`config.mk`:
```
export PLATFORM = sky130hd
export DESIGN_NAME = mem_port_arbiter_flat
export DESIGN_NICKNAME = d
export VERILOG_FILES = /design/src/rtl/rv_mem_pkg.sv /design/src/rtl/mem_port_arbiter_if.sv /design/src/rtl/mem_arb_pick.sv /design/src/rtl/mem_port_arbiter.sv /design/src/flat_wrapper.sv
export SDC_FILE = /design/constraint.sdc
export NUM_CORES = 1
export LEC_CHECK = 0
export CORE_AREA = 2 2 108 110
export DETAILED_ROUTE_END_ITERATION = 8
export DIE_AREA = 0 0 110 112
export PLACE_DENSITY_LB_ADDON = 0.15
export REMOVE_ABC_BUFFERS = 1
export SLEW_MARGIN = 20
export SYNTH_ARGS = -nofsm -noshare
export SYNTH_HDL_FRONTEND = slang
export SYNTH_SLANG_ARGS = --single-unit
```
`constraint.sdc`:
```
create_clock -name clk -period 2.5 [get_ports clk]
set_input_delay 0.5 -clock clk [delete_from_list [all_inputs] [get_ports clk]]
set_output_delay 0.5 -clock clk [all_outputs]
set_load 0.1 [all_outputs]
```
`src/rtl/rv_mem_pkg.sv`:
```
// ---------------------------------------------------------------------------
// rv_mem_pkg
// Shared types and constants for the unified instruction/data memory port
// arbiter (mem_port_arbiter).
//   owner_e     : which requester owns the in-flight transaction
//   arb_state_e : arbiter FSM state
//   MEM_LAT_MIN / MEM_LAT_MAX : legal range of the memory read latency
// ---------------------------------------------------------------------------
package rv_mem_pkg;

   typedef enum logic {
      OWN_IF = 1'b0,
      OWN_LS = 1'b1
   } owner_e;

   typedef enum logic {
      ARB_IDLE = 1'b0,
      ARB_WAIT = 1'b1
   } arb_state_e;

   localparam int MEM_LAT_MIN = 1;
   localparam int MEM_LAT_MAX = 4;

endpackage : rv_mem_pkg

```
`src/rtl/mem_port_arbiter_if.sv`:
```
// ---------------------------------------------------------------------------
// mem_port_arbiter_if
// Bundles the fetch (IF) request port, the load/store (LS) request port and
// the memory macro command/response port of mem_port_arbiter.
//   slave  : the arbiter's view (takes requests, drives grants/responses and
//            the memory command, takes mem_rdata)
//   master : the requesters' and memory's view (the opposite directions)
//
// Handshake: a requester raises *_req with its address/data and holds all of
// them stable until *_gnt is seen high in the same cycle; the transaction is
// accepted on the rising edge where req and gnt are both high. Dropping req
// before gnt withdraws the request. *_rvalid is a single-cycle pulse with no
// back-pressure; *_rdata is meaningful only while *_rvalid is high and is
// zero otherwise.
// ---------------------------------------------------------------------------
interface mem_port_arbiter_if #(
   parameter int ADDR_W = 32,
   parameter int DATA_W = 32
);
   // fetch port
   logic                if_req;
   logic [ADDR_W-1:0]   if_addr;
   logic                if_gnt;
   logic                if_rvalid;
   logic [DATA_W-1:0]   if_rdata;
   // load/store port
   logic                ls_req;
   logic                ls_we;
   logic [DATA_W/8-1:0] ls_be;
   logic [ADDR_W-1:0]   ls_addr;
   logic [DATA_W-1:0]   ls_wdata;
   logic                ls_gnt;
   logic                ls_rvalid;
   logic [DATA_W-1:0]   ls_rdata;
   // memory macro port
   logic                mem_req;
   logic                mem_we;
   logic [DATA_W/8-1:0] mem_be;
   logic [ADDR_W-1:0]   mem_addr;
   logic [DATA_W-1:0]   mem_wdata;
   logic [DATA_W-1:0]   mem_rdata;

   modport slave (
      input  if_req, if_addr,
      output if_gnt, if_rvalid, if_rdata,
      input  ls_req, ls_we, ls_be, ls_addr, ls_wdata,
      output ls_gnt, ls_rvalid, ls_rdata,
      output mem_req, mem_we, mem_be, mem_addr, mem_wdata,
      input  mem_rdata
   );

   modport master (
      output if_req, if_addr,
      input  if_gnt, if_rvalid, if_rdata,
      output ls_req, ls_we, ls_be, ls_addr, ls_wdata,
      input  ls_gnt, ls_rvalid, ls_rdata,
      input  mem_req, mem_we, mem_be, mem_addr, mem_wdata,
      output mem_rdata
   );

endinterface : mem_port_arbiter_if

```
`src/rtl/mem_arb_pick.sv`:
```
// ---------------------------------------------------------------------------
// mem_arb_pick
// Purely combinational winner selection for mem_port_arbiter.
//   if_req_i  : fetch request
//   ls_req_i  : load/store request
//   free_i    : the memory port can accept a command this cycle
//   starve_i  : fetch has lost too often; it wins a tie
//   win_o     : winning requester (meaningful only when valid_o is high)
//   valid_o   : a requester wins this cycle
// LS wins a tie unless starve_i is set.
// ---------------------------------------------------------------------------
module mem_arb_pick
   import rv_mem_pkg::*;
(
   input  logic   if_req_i,
   input  logic   ls_req_i,
   input  logic   free_i,
   input  logic   starve_i,
   output owner_e win_o,
   output logic   valid_o
);

   always_comb begin
      win_o   = OWN_IF;
      valid_o = 1'b0;
      if (free_i) begin
         if (if_req_i && (starve_i || !ls_req_i)) begin
            win_o   = OWN_IF;
            valid_o = 1'b1;
         end else if (ls_req_i) begin
            win_o   = OWN_LS;
            valid_o = 1'b1;
         end
      end
   end

endmodule : mem_arb_pick

```
`src/rtl/mem_port_arbiter.sv`:
```
// ---------------------------------------------------------------------------
// mem_port_arbiter
// Shares the single-port unified I/D memory between the fetch unit (IF) and
// the load/store unit (LS). One transaction is in flight at a time; the
// fixed read latency MEM_LAT is tracked and the response is routed back to
// the requester that issued it.
//
// Ports:
//   clk         : clock, rising edge
//   rst_n       : asynchronous active-low reset
//   bus         : mem_port_arbiter_if.slave (IF port, LS port, memory port)
//   dbg_state_o : current FSM state
//   dbg_owner_o : owner of the current/last transaction
//
// Parameters: ADDR_W, DATA_W, MEM_LAT (1..4), STARVE_MAX (1..7).
//
// Optional feature: define MEM_ARB_STARVE_GUARD_EN to let IF win a tie after
// STARVE_MAX consecutive LS wins against a pending IF request. Without it LS
// has strict priority.
// ---------------------------------------------------------------------------
module mem_port_arbiter
   import rv_mem_pkg::*;
#(
   parameter int ADDR_W     = 32,
   parameter int DATA_W     = 32,
   parameter int MEM_LAT    = 1,
   parameter int STARVE_MAX = 4
) (
   input  logic               clk,
   input  logic               rst_n,
   mem_port_arbiter_if.slave  bus,
   output arb_state_e         dbg_state_o,
   output owner_e             dbg_owner_o
);

   if (MEM_LAT < MEM_LAT_MIN || MEM_LAT > MEM_LAT_MAX) begin : g_lat_chk
      $error("mem_port_arbiter: MEM_LAT must be in 1..4");
   end
   if (STARVE_MAX < 1 || STARVE_MAX > 7) begin : g_starve_chk
      $error("mem_port_arbiter: STARVE_MAX must be in 1..7");
   end

   localparam logic [2:0] LAT3 = 3'(MEM_LAT);

   arb_state_e  state_q, state_d;
   owner_e      owner_q, owner_d;
   logic [2:0]  lat_cnt_q, lat_cnt_d;
   logic        wr_q, wr_d;          // in-flight LS transaction is a write

   logic        resp;
   logic        free;
   logic        starve_flag;
   owner_e      pick_win;
   logic        pick_valid;

   assign resp = (state_q == ARB_WAIT) && (lat_cnt_q == LAT3);
   // rst_n gates free so that no grant rises while reset is held; grants
   // become possible in the same cycle reset is released.
   assign free = rst_n && ((state_q == ARB_IDLE) || resp);

`ifdef MEM_ARB_STARVE_GUARD_EN
   localparam logic [2:0] STARVE3 = 3'(STARVE_MAX);
   logic [2:0] starve_cnt_q, starve_cnt_d;

   assign starve_flag = (starve_cnt_q == STARVE3);

   always_comb begin
      starve_cnt_d = starve_cnt_q;
      if (!bus.if_req || bus.if_gnt) begin
         starve_cnt_d = 3'd0;
      end else if (bus.ls_gnt && (starve_cnt_q < STARVE3)) begin
         starve_cnt_d = starve_cnt_q + 3'd1;
      end
   end

   always_ff @(posedge clk or negedge rst_n) begin
      if (!rst_n) begin
         starve_cnt_q <= 3'd0;
      end else begin
         starve_cnt_q <= starve_cnt_d;
      end
   end
`else
   assign starve_flag = 1'b0;
`endif

   mem_arb_pick u_pick (
      .if_req_i (bus.if_req),
      .ls_req_i (bus.ls_req),
      .free_i   (free),
      .starve_i (starve_flag),
      .win_o    (pick_win),
      .valid_o  (pick_valid)
   );

   // Grants and memory command: winner's fields muxed out, zero otherwise.
   always_comb begin
      bus.if_gnt    = 1'b0;
      bus.ls_gnt    = 1'b0;
      bus.mem_req   = 1'b0;
      bus.mem_we    = 1'b0;
      bus.mem_be    = '0;
      bus.mem_addr  = '0;
      bus.mem_wdata = '0;
      if (pick_valid) begin
         bus.mem_req = 1'b1;
         if (pick_win == OWN_IF) begin
            bus.if_gnt   = 1'b1;
            bus.mem_addr = bus.if_addr;
            bus.mem_be   = '1;
         end else begin
            bus.ls_gnt    = 1'b1;
            bus.mem_we    = bus.ls_we;
            bus.mem_be    = bus.ls_be;
            bus.mem_addr  = bus.ls_addr;
            bus.mem_wdata = bus.ls_wdata;
         end
      end
   end

   // Response routing: only the registered owner sees rvalid/rdata.
   always_comb begin
      bus.if_rvalid = 1'b0;
      bus.if_rdata  = '0;
      bus.ls_rvalid = 1'b0;
      bus.ls_rdata  = '0;
      if (resp) begin
         if (owner_q == OWN_IF) begin
            bus.if_rvalid = 1'b1;
            bus.if_rdata  = bus.mem_rdata;
         end else begin
            bus.ls_rvalid = 1'b1;
            bus.ls_rdata  = wr_q ? '0 : bus.mem_rdata;
         end
      end
   end

   // Next state: a new accept overrides the return to idle, so a response
   // and a new grant can share a cycle.
   always_comb begin
      state_d   = state_q;
      owner_d   = owner_q;
      lat_cnt_d = lat_cnt_q;
      wr_d      = wr_q;
      if ((state_q == ARB_WAIT) && (lat_cnt_q < LAT3)) begin
         lat_cnt_d = lat_cnt_q + 3'd1;
      end
      if (resp) begin
         state_d = ARB_IDLE;
      end
      if (pick_valid) begin
         state_d   = ARB_WAIT;
         owner_d   = pick_win;
         lat_cnt_d = 3'd1;
         wr_d      = (pick_win == OWN_LS) && bus.ls_we;
      end
   end

   always_ff @(posedge clk or negedge rst_n) begin
      if (!rst_n) begin
         state_q   <= ARB_IDLE;
         owner_q   <= OWN_IF;
         lat_cnt_q <= 3'd0;
         wr_q      <= 1'b0;
      end else begin
         state_q   <= state_d;
         owner_q   <= owner_d;
         lat_cnt_q <= lat_cnt_d;
         wr_q      <= wr_d;
      end
   end

   assign dbg_state_o = state_q;
   assign dbg_owner_o = owner_q;

endmodule : mem_port_arbiter

```
`src/flat_wrapper.sv`:
```
// flat-port wrapper written by rule: the top's interface ports become plain ports
module mem_port_arbiter_flat import rv_mem_pkg::*;
#(
   parameter int ADDR_W     = 32,
   parameter int DATA_W     = 32,
   parameter int MEM_LAT    = 1,
   parameter int STARVE_MAX = 4
)
  (clk, rst_n, dbg_state_o, dbg_owner_o, bus_if_req, bus_if_addr, bus_if_gnt, bus_if_rvalid, bus_if_rdata, bus_ls_req, bus_ls_we, bus_ls_be, bus_ls_addr, bus_ls_wdata, bus_ls_gnt, bus_ls_rvalid, bus_ls_rdata, bus_mem_req, bus_mem_we, bus_mem_be, bus_mem_addr, bus_mem_wdata, bus_mem_rdata);
  mem_port_arbiter_if #(.ADDR_W(ADDR_W), .DATA_W(DATA_W)) bus_i ();
  input  logic clk;
  input  logic rst_n;
  output arb_state_e dbg_state_o;
  output owner_e dbg_owner_o;
  input wire logic [$bits(bus_i.if_req)-1:0] bus_if_req;
  input wire logic [$bits(bus_i.if_addr)-1:0] bus_if_addr;
  output wire logic [$bits(bus_i.if_gnt)-1:0] bus_if_gnt;
  output wire logic [$bits(bus_i.if_rvalid)-1:0] bus_if_rvalid;
  output wire logic [$bits(bus_i.if_rdata)-1:0] bus_if_rdata;
  input wire logic [$bits(bus_i.ls_req)-1:0] bus_ls_req;
  input wire logic [$bits(bus_i.ls_we)-1:0] bus_ls_we;
  input wire logic [$bits(bus_i.ls_be)-1:0] bus_ls_be;
  input wire logic [$bits(bus_i.ls_addr)-1:0] bus_ls_addr;
  input wire logic [$bits(bus_i.ls_wdata)-1:0] bus_ls_wdata;
  output wire logic [$bits(bus_i.ls_gnt)-1:0] bus_ls_gnt;
  output wire logic [$bits(bus_i.ls_rvalid)-1:0] bus_ls_rvalid;
  output wire logic [$bits(bus_i.ls_rdata)-1:0] bus_ls_rdata;
  output wire logic [$bits(bus_i.mem_req)-1:0] bus_mem_req;
  output wire logic [$bits(bus_i.mem_we)-1:0] bus_mem_we;
  output wire logic [$bits(bus_i.mem_be)-1:0] bus_mem_be;
  output wire logic [$bits(bus_i.mem_addr)-1:0] bus_mem_addr;
  output wire logic [$bits(bus_i.mem_wdata)-1:0] bus_mem_wdata;
  input wire logic [$bits(bus_i.mem_rdata)-1:0] bus_mem_rdata;
  assign bus_i.if_req = bus_if_req;
  assign bus_i.if_addr = bus_if_addr;
  assign bus_if_gnt = bus_i.if_gnt;
  assign bus_if_rvalid = bus_i.if_rvalid;
  assign bus_if_rdata = bus_i.if_rdata;
  assign bus_i.ls_req = bus_ls_req;
  assign bus_i.ls_we = bus_ls_we;
  assign bus_i.ls_be = bus_ls_be;
  assign bus_i.ls_addr = bus_ls_addr;
  assign bus_i.ls_wdata = bus_ls_wdata;
  assign bus_ls_gnt = bus_i.ls_gnt;
  assign bus_ls_rvalid = bus_i.ls_rvalid;
  assign bus_ls_rdata = bus_i.ls_rdata;
  assign bus_mem_req = bus_i.mem_req;
  assign bus_mem_we = bus_i.mem_we;
  assign bus_mem_be = bus_i.mem_be;
  assign bus_mem_addr = bus_i.mem_addr;
  assign bus_mem_wdata = bus_i.mem_wdata;
  assign bus_i.mem_rdata = bus_mem_rdata;
  mem_port_arbiter #(.ADDR_W(ADDR_W), .DATA_W(DATA_W), .MEM_LAT(MEM_LAT), .STARVE_MAX(STARVE_MAX)) u_core (.clk(clk), .rst_n(rst_n), .bus(bus_i), .dbg_state_o(dbg_state_o), .dbg_owner_o(dbg_owner_o));
endmodule
```
==> impl_metrics.ini, run 1 <==
[final_layout]
drive_gt1_frac = 0.3712
finalNonFillerCells = 636
finalInstanceArea_mm2 = 0.005957
final_cell_mix = buf_12, clkdlybuf4s50_1, and2_1
n_antenna_cell = 0
layout-area-overhead-vs-synth_pct = 299.1
layout_commonest_cell = buf_12
nets = 634
finish.utilization = 0.5331

[critical_path]
reg2regPathDepth = 6
crit_start = bus_if_req
path_max_fanout = 9
cp.arrival_ps = 1900
path_class = input pin to output port
crit_path_start_kind = input pin
cp-end-kind = output port
timing.rr.start = u_core.lat_cnt_q[1]
cp.required_ps = 2000
reg2reg_setup_slack_ps = 940
r2r_end = u_core.wr_q

[floorplanning]
die_area_mm2 = 0.01232
core-area_mm2 = 0.01117
die_x_um = 110
fp.dieH_um = 112
std_cell_rows = 39
ios = 277
initial_core_util = 0.1336

[global_routing]
grt_pass1_wl_mm = 13.74
grt_pass1_vias = 2600
grt_max_degree = 37
overflow = 0
antenna_found_initial = 0
grt_usage = 0.1425

[clocking]
holdBufCountCts = 0
cts_tree = done
cts.clk_slew.worst_paths_ps = 30
clock-sinks = 6
cts_htree_levels = 1
cts-root-buf = clkbuf_16
clk_latency_ps = 230
cts_made_buffers = 3
clockBufferDepth = 2

[timing]
finalSetupTns_ps = 0
setup_viol = 0
tightest_slew_ps = 303.0
max_freq_mhz = 416.3
slew_headroom = 0.7980
finalHoldViolCount = 0
skew_ps = 1.265
slew_violations = 0
period_share = 0.9607
period_minus_slack_ps = 2402
fin_ws_ps = 98.16

[synthesis]
ys_seq_elements = 6
ys_warn_count = 0
syn_area_per_cell_um2 = 6.694
yosysSeqAreaShare = 0.1006
synth_cell_types = 28
syn-cell-area_mm2 = 0.001493
syn_inst = 223

[detailed_routing]
wire_per_inst_um = 14.86
ant_nets = 0
drt-initial-drc-count = 106
drc_errors = 0
dr.pass1.iters = 5
routed_wl_mm = 9.453
via_count = 2593
vias_per_cell = 4.077

[place]
dp_slack_ps = -16.37
dp_hpwl_mm = 8.380
globalplace.congestion = 0.8096
port-buffer-count = 276
placed_cells = 633
placed_area_mm2 = 0.005849

[hold_path]
holdPathStages = 1
hp-class = register to register
hold_end = u_core.lat_cnt_q[0]
hp-start = u_core.lat_cnt_q[1]

[power]
p_leak_nw = 2.445
ir_worst_vdd_v = 0.0001822
pwr_density_cell_mw_per_mm2 = 360.8

[status]
run_status = completed

[flow_run]
drv_cap = 0
==> metrics by stage <==
step	total power [mW]	hold slack (ps)
finish	2.149	525.4
global route	2.219	540.2
CTS	2.163	525.1
detailed placement	1.900	521.8
global placement	1.894	498.0
floorplan	1.079	204.4
==> worst max path at each step <==
stage | cells after the start | end | slack (ps)
after floorplan | 3 | bus_if_rdata[10] | -1250
after global placement | 5 | bus_mem_addr[1] | -8
after detailed placement | 5 | bus_mem_addr[1] | -20
after CTS | 6 | bus_mem_addr[1] | 20
after global routing | 6 | bus_mem_addr[5] | -2
final | 6 | bus_mem_addr[12] | 100
==> metal layers <==
| metal | wire, um | GRT usage | vias up |
|---|---|---|---|
| met5 | 0 | 0 | - |
| li1 | - | - | 1274 |
| met3 | 1265 | 0.05269 | 4 |
| met2 | 5095 | 0.2765 | 166 |
| met1 | 3040 | 0.1438 | 1149 |
| met4 | 51 | 0.02110 | 0 |
==> state kept, by name, summed over array words and instances, names as in the netlist <==
signal and cells:
u_core.dbg_owner_o 1, u_core.dbg_state_o 1, u_core.lat_cnt_q 3, u_core.wr_q 1
==> logic make-up after synthesis <==
logic type | synth area share
AND/OR/NAND/NOR | 0.5608
AO/OA/AOI/OAI | 0.2288
buffers and inverters | 0.09304
flip-flops | 0.1006
adder cells (fa/ha/maj) | 0.01676
==> Yosys cell counts <==
master,number,area share
o21ai_2,1,0.0059
a22o_1,1,0.0059
a21oi_1,5,0.017
inv_2,1,0.0025
buf_6,3,0.023
ha_1,2,0.017
nand2b_2,1,0.0059
buf_1,1,0.0025
inv_1,7,0.018
a21o_1,1,0.0050
nor2b_1,3,0.013
a21o_2,1,0.0059
clkbuf_2,3,0.010
nor2_1,34,0.085
and2_1,85,0.36
a41oi_1,1,0.0059
nor3_4,2,0.022
buf_2,6,0.020
a22oi_1,32,0.16
nand2_1,2,0.0050
and2_2,12,0.060
a21oi_4,1,0.011
o21ai_0,2,0.0067
dfrtp_1,6,0.10
clkbuf_1,7,0.018
or3_1,1,0.0042
nand2b_4,1,0.0092
o211ai_1,1,0.0050
==> area by class of cell <==
type,instances,area [um2]
Inverter,8,30.03
Sequential cell,6,150.1
Clock buffer,3,75.07
Multi-Input combinational cell,189,1232
Timing Repair Buffer,287,4290
Fill cell,981,5218
Tap cell,143,178.9
==> where the power goes <==
group | internal (mW) | total [mW] | switching [mW] | leakage [nW]
clock | 0.205 | 0.255 | 0.0499 | 0.0370
sequential | 0.102 | 0.111 | 0.00847 | 0.0736
combinational | 0.699 | 1.78 | 1.08 | 2.33
total | 1.01 | 2.15 | 1.14 | 2.45
==> critical path, stage by stage <==
cell,delay (ps)
clkdlybuf4s50_1,530
nor2b_4,200
buf_4,180
a22oi_1,80
nor2_1,190
buf_12,200
==> timing repair <==
action / 4_1_cts / 5_1_grt
endpoints found under the setup margin: 5 / 50
pin swaps: 0 / 2
setup buffers: 0 / 0
resized for setup: 1 / 10
gates cloned: 0 / 0
Note: power is estimated with default switching activity, not from simulation.
==> run 2: changes to the inputs <==
--- a/config.mk
+++ b/config.mk
@@ -8,9 +8,10 @@
 export CORE_AREA = 2 2 108 110
 export DETAILED_ROUTE_END_ITERATION = 8
 export DIE_AREA = 0 0 110 112
-export PLACE_DENSITY_LB_ADDON = 0.15
+export PLACE_DENSITY = 0.65
 export REMOVE_ABC_BUFFERS = 1
 export SLEW_MARGIN = 20
 export SYNTH_ARGS = -nofsm -noshare
 export SYNTH_HDL_FRONTEND = slang
 export SYNTH_SLANG_ARGS = --single-unit
+export TNS_END_PERCENT = 30
==> impl_metrics.ini, run 2 (synthesis results as in run 1) <==
[status]
run_status = completed

[place]
dp_hpwl_mm = 8.243
globalplace.congestion = 0.7866
port-buffer-count = 276
dp_slack_ps = -55.15
placed_cells = 635

[hold_path]
hp-class = register to register

[detailed_routing]
wire_per_inst_um = 14.63
ant_nets = 0
drc_errors = 0
drt-initial-drc-count = 119
via_count = 2681
dr.pass1.iters = 4
routed_wl_mm = 9.335
vias_per_cell = 4.202

[floorplanning]
die_area_mm2 = 0.01232
ios = 277
initial_core_util = 0.1336
std_cell_rows = 39
die_x_um = 110
fp.dieH_um = 112
core-area_mm2 = 0.01117

[timing]
finalHoldViolCount = 0
max_freq_mhz = 410.1
setup_viol = 0
period_share = 0.9754
slew_violations = 0
skew_ps = 0.6807
tightest_slew_ps = 299.0
fin_ws_ps = 61.38
period_minus_slack_ps = 2439
slew_headroom = 0.8023
rsz0062_at_grt = true

[clocking]
clock-sinks = 6
cts_made_buffers = 3
cts_tree = done
cts.clk_slew.worst_paths_ps = 30
clk_latency_ps = 230
post_cts_buffers = 0
clockBufferDepth = 2
cts-root-buf = clkbuf_16
cts_htree_levels = 1

[critical_path]
crit_start = rst_n
crit_path_start_kind = input pin
path_max_fanout = 33
cp-end-kind = output port
reg2reg_setup_slack_ps = 920
cp.arrival_ps = 1940
r2r_end = u_core.wr_q
timing.rr.start = u_core.lat_cnt_q[1]
cp.required_ps = 2000
reg2regPathDepth = 6
crit_path_end = bus_mem_addr[24]
path_class = input pin to output port

[global_routing]
use_met3 = 0.05621
grt_usage = 0.1445
grt_pass1_vias = 2801
grt_use_met1 = 0.1320
grt_pass1_wl_mm = 13.97
busiest_layer = met2
use_met2 = 0.2789
overflow = 0
antenna_found_initial = 0
grt_max_degree = 34

[final_layout]
layout-area-overhead-vs-synth_pct = 300.8
n_antenna_cell = 0
largest_reg_flops = 3
nets = 636
finalNonFillerCells = 638
layout_commonest_cell = buf_12
largest-register = u_core.lat_cnt_q
final_cell_mix = buf_12, clkdlybuf4s50_1, and2_1
drive_gt1_frac = 0.3798

[power]
ir_worst_vdd_v = 0.0002055
p_leak_nw = 2.450
pwr_density_cell_mw_per_mm2 = 361.9

[flow_run]
drv_cap = 0
run 2: changes by cell type in the layout (fill, tap and decap cells not counted), sizes merged:
cell          delta
buf              +2
dlygate4sd2      +1
dlymetal6s2s     -1
run 2: what timing repair did:
action | in CTS | in global routing
hold buffers | 0 | 0
resized for setup | 2 | 11
setup endpoints to repair | 30 | 34
run 2: critical path, cell delays in order:
cell	delay, ps
clkdlybuf4s50_1	540
buf_4	190
o21ai_2	80
buf_12	170
nor2_1	220
buf_12	210
run 2: metal layers:
metal  vias to the layer above  wire [um]
met4                         0        252
met1                      1208       2800
met3                        15       1274
met2                       178       5008
li1                       1280          -
met5                         -          0
run 2: where the power goes:
group          total, mW  leakage [nW]  internal (mW)  switching [mW]
clock              0.261        0.0370          0.205          0.0559
sequential         0.111        0.0736          0.102         0.00811
combinational       1.79          2.34          0.702            1.09
run 2: metrics by stage:
step | total power [mW] | utilization | area, um2 | hold WS [ps] | TNS, ps
2_1_floorplan | 1.079 | - | 1384 | 204.4 | -116690
3_3_place_gp | 1.896 | 0.5259 | 5877 | 496.5 | -56.00
3_5_place_dp | 1.909 | 0.5259 | 5877 | 504.0 | -522.6
4_1_cts | 2.177 | 0.5329 | 5954 | 512.0 | 0
5_1_grt | 2.235 | 0.5354 | 5983 | 539.8 | -69.11
6_report | 2.165 | 0.5354 | 5983 | 512.5 | 0
run 2: worst min path at each step:
stage / start / slack [ps] / end / depth (start not counted)
finish: u_core.lat_cnt_q[1] / 510 / u_core.lat_cnt_q[0] / 1
floorplan: rst_n / 200 / u_core.dbg_owner_o / 0
detailed placement: u_core.lat_cnt_q[1] / 500 / u_core.lat_cnt_q[0] / 1
CTS: u_core.lat_cnt_q[1] / 510 / u_core.lat_cnt_q[0] / 1
global placement: u_core.lat_cnt_q[1] / 500 / u_core.lat_cnt_q[0] / 1
global route: u_core.lat_cnt_q[1] / 540 / u_core.lat_cnt_q[0] / 1
run 2: final cells by class:
| class | count | area [um2] |
|---|---|---|
| tap | 143 | 178.9 |
| inverter | 8 | 30.03 |
| fill | 957 | 5191 |
| multi-input combinational | 189 | 1235 |
| clock buffer | 3 | 75.07 |
| timing repair buffer | 289 | 4314 |
| sequential | 6 | 150.1 |
==> run 3: changes to the inputs <==
--- a/config.mk
+++ b/config.mk
@@ -10,6 +10,8 @@
 export DIE_AREA = 0 0 110 112
 export PLACE_DENSITY = 0.65
 export REMOVE_ABC_BUFFERS = 1
+export SETUP_SLACK_MARGIN = 0.3
+export SKIP_CTS_REPAIR_TIMING = 1
 export SLEW_MARGIN = 20
 export SYNTH_ARGS = -nofsm -noshare
 export SYNTH_HDL_FRONTEND = slang
==> impl_metrics.ini, run 3 (synthesis results as in run 1) <==
[detailed_routing]
drt-initial-drc-count = 112
via_count = 2800
drc_errors = 0
dr.pass1.iters = 4
vias_per_cell = 4.294
routed_wl_mm = 10.89
wire_per_inst_um = 16.70
ant_nets = 0

[final_layout]
largest-register = u_core.lat_cnt_q
drive_gt1_frac = 0.5324
finalInstanceArea_mm2 = 0.006628
layout_commonest_cell = buf_12
final_cell_mix = buf_12, clkdlybuf4s50_1, and2_1
finalNonFillerCells = 652
nets = 650
finish.utilization = 0.5931
largest_reg_flops = 3
n_antenna_cell = 0
layout-area-overhead-vs-synth_pct = 344.0
fill_cells = 875

[floorplanning]
ios = 277
core-area_mm2 = 0.01117
die_area_mm2 = 0.01232
std_cell_rows = 39
initial_core_util = 0.1336
die_x_um = 110
fp.dieH_um = 112

[critical_path]
cp.arrival_ps = 1790
r2r_end = u_core.wr_q
timing.rr.start = u_core.lat_cnt_q[1]
reg2reg_setup_slack_ps = 950
cp.required_ps = 2000
path_class = register to output port
reg2regPathDepth = 6
cp-end-kind = output port
crit_path_start_kind = register
crit_start = u_core.lat_cnt_q[1]
path_max_fanout = 16

[place]
placed_cells = 635
port-buffer-count = 276
globalplace.congestion = 0.7866
dp_slack_ps = -55.15
placed_area_mm2 = 0.005877
dp_hpwl_mm = 8.243

[timing]
finalHoldViolCount = 0
skew_ps = 0.7085
fin_ws_ps = 214.7
hold_slack_ps = 314.0
slew_violations = 0
period_minus_slack_ps = 2285
tightest_slew_ps = 351.8
rsz0062_at_grt = true
slew_headroom = 0.7655
finalSetupTns_ps = 0
period_share = 0.9141
setup_viol = 0
max_freq_mhz = 437.6

[power]
ir_worst_vdd_v = 0.0002148
post-layout-total-power_mw = 2.314
pwr_density_cell_mw_per_mm2 = 349.1
p_leak_nw = 2.694

[clocking]
cts-root-buf = clkbuf_16
clock-sinks = 6
cts_htree_levels = 1
cts.clk_slew.worst_paths_ps = 30
cts_made_buffers = 3
cts_tree = done
clockBufferDepth = 2
clk_latency_ps = 230

[global_routing]
grt_pass1_wl_mm = 13.98
grt_pass1_vias = 2804
grt_usage = 0.1445
antenna_found_initial = 0
grt_max_degree = 34
overflow = 0

[flow_run]
drv_cap = 0

[status]
run_status = completed

[hold_path]
hp-class = input pin to async pin
[run 3: cell types whose count changed in the layout (fill, tap and decap cells not counted), sizes merged]
| cell | previous run | this run |
|---|---|---|
| dlymetal6s2s | 0 | 3 |
| clkdlybuf4s50 | 135 | 133 |
| dlygate4sd2 | 1 | 0 |
| buf | 153 | 161 |
| clkbuf | 3 | 9 |
[run 3: layer usage]
metal | share of wire | track usage | vias to the layer above
met4 | 0.023 | 0.05316 | 0
met3 | 0.12 | 0.05679 | 15
met2 | 0.54 | 0.2785 | 178
met5 | 0 | 0 | -
li1 | - | - | 1312
met1 | 0.32 | 0.1320 | 1295
[run 3: worst max path at each step]
| stage | endpoint | depth (start not counted) |
|---|---|---|
| 2_1_floorplan | bus_if_rdata[10] | 3 |
| 3_3_place_gp | bus_mem_addr[24] | 5 |
| 3_5_place_dp | bus_mem_addr[14] | 5 |
| 4_1_cts | bus_mem_addr[14] | 5 |
| 5_1_grt | bus_mem_wdata[16] | 8 |
| 6_report | bus_mem_addr[20] | 7 |
[run 3: area by class of cell]
type                    count  area (um2)  area share
repair buffers            303        4582      0.6913
multi-input cells         189        1610      0.2430
well taps                 143       178.9     0.02700
flip-flops and latches      6       151.4     0.02284
clock buffers               3       75.07     0.01133
inverters                   8       30.03    0.004531
[run 3: power by group]
group | total [mW] | internal, mW | leakage, nW | switching (mW)
logic | 1.94 | 0.785 | 2.58 | 1.16
clock network | 0.261 | 0.205 | 0.0370 | 0.0560
registers | 0.112 | 0.102 | 0.0733 | 0.00929
total | 2.31 | 1.09 | 2.69 | 1.22
[run 3: critical path: stages (launching register included)]
cell and delay [ps]:
dfrtp_1 380, inv_2 80, ha_4 180, nor2b_4 140
o21ai_4 250, buf_12 270, nor2_4 70, buf_12 170
==> RTL edit, RTL diff (settings of run 2) <==
`DATA_W` is set to 32 in 3 places; all go to 64.
--- a/src/rtl/mem_port_arbiter_if.sv
+++ b/src/rtl/mem_port_arbiter_if.sv
@@ -16,5 +16,5 @@
 interface mem_port_arbiter_if #(
    parameter int ADDR_W = 32,
-   parameter int DATA_W = 32
+   parameter int DATA_W = 64
 );
    // fetch port
--- a/src/rtl/mem_port_arbiter.sv
+++ b/src/rtl/mem_port_arbiter.sv
@@ -23,5 +23,5 @@
 #(
    parameter int ADDR_W     = 32,
-   parameter int DATA_W     = 32,
+   parameter int DATA_W     = 64,
    parameter int MEM_LAT    = 1,
    parameter int STARVE_MAX = 4
--- a/src/flat_wrapper.sv
+++ b/src/flat_wrapper.sv
@@ -3,5 +3,5 @@
 #(
    parameter int ADDR_W     = 32,
-   parameter int DATA_W     = 32,
+   parameter int DATA_W     = 64,
    parameter int MEM_LAT    = 1,
    parameter int STARVE_MAX = 4
Ports: changed (7 resized); port bits go from 277 to 445. The function was not compared with the original's and may differ.
==> RTL edit against run 2 <==
The run now fails in 3_2_place_iop; synthesized cell count up 52%; synthesized area rose by 43%.
==> RTL edit: results (changes against run 2) <==
* Result of the run: stopped before the end
* Stage where the run ended: 3_2_place_iop
* Error message: [ERROR PPL-0024] Number of IO pins (445) exceeds maximum number of available positions (392). Increase the die perimeter from 444.00um to 605.20um.
* Cell types with the largest area share after synthesis: and2_1 (57%), a22oi_1 (11%), dfrtp_1 (7.0%)
* Async set or reset register ratio after synthesis at 100.0% (unchanged)
* Ranking of synthesized cells by instance count: and2_1 (193), nor2_1 (34), a22oi_1 (32)
* Synth cell types at 25 (-11%)
* Sequential share of the synthesized area at 7.042% (-3.0 points)
* Synth Register Bits at 6 (unchanged)
* Primary flip-flop cell chosen by synthesis mapping: dfrtp_1
* Cell area after synthesis at 2132 sq um (+43%)
* Mapped Avg Cell Area at 6.271 sq um (-6.3%)
* Total of warnings raised by yosys at 0 (unchanged)
==> RTL edit: cell families after synthesis <==
| group | Yosys count | share of synthesized area, % |
|---|---|---|
| AO/OA/AOI/OAI | 50 | 16.37 |
| adder cells (fa/ha/maj) | 2 | 1.174 |
| buffers and inverters | 45 | 9.214 |
| flip-flops | 6 | 7.042 |
| AND/OR/NAND/NOR | 237 | 66.20 |
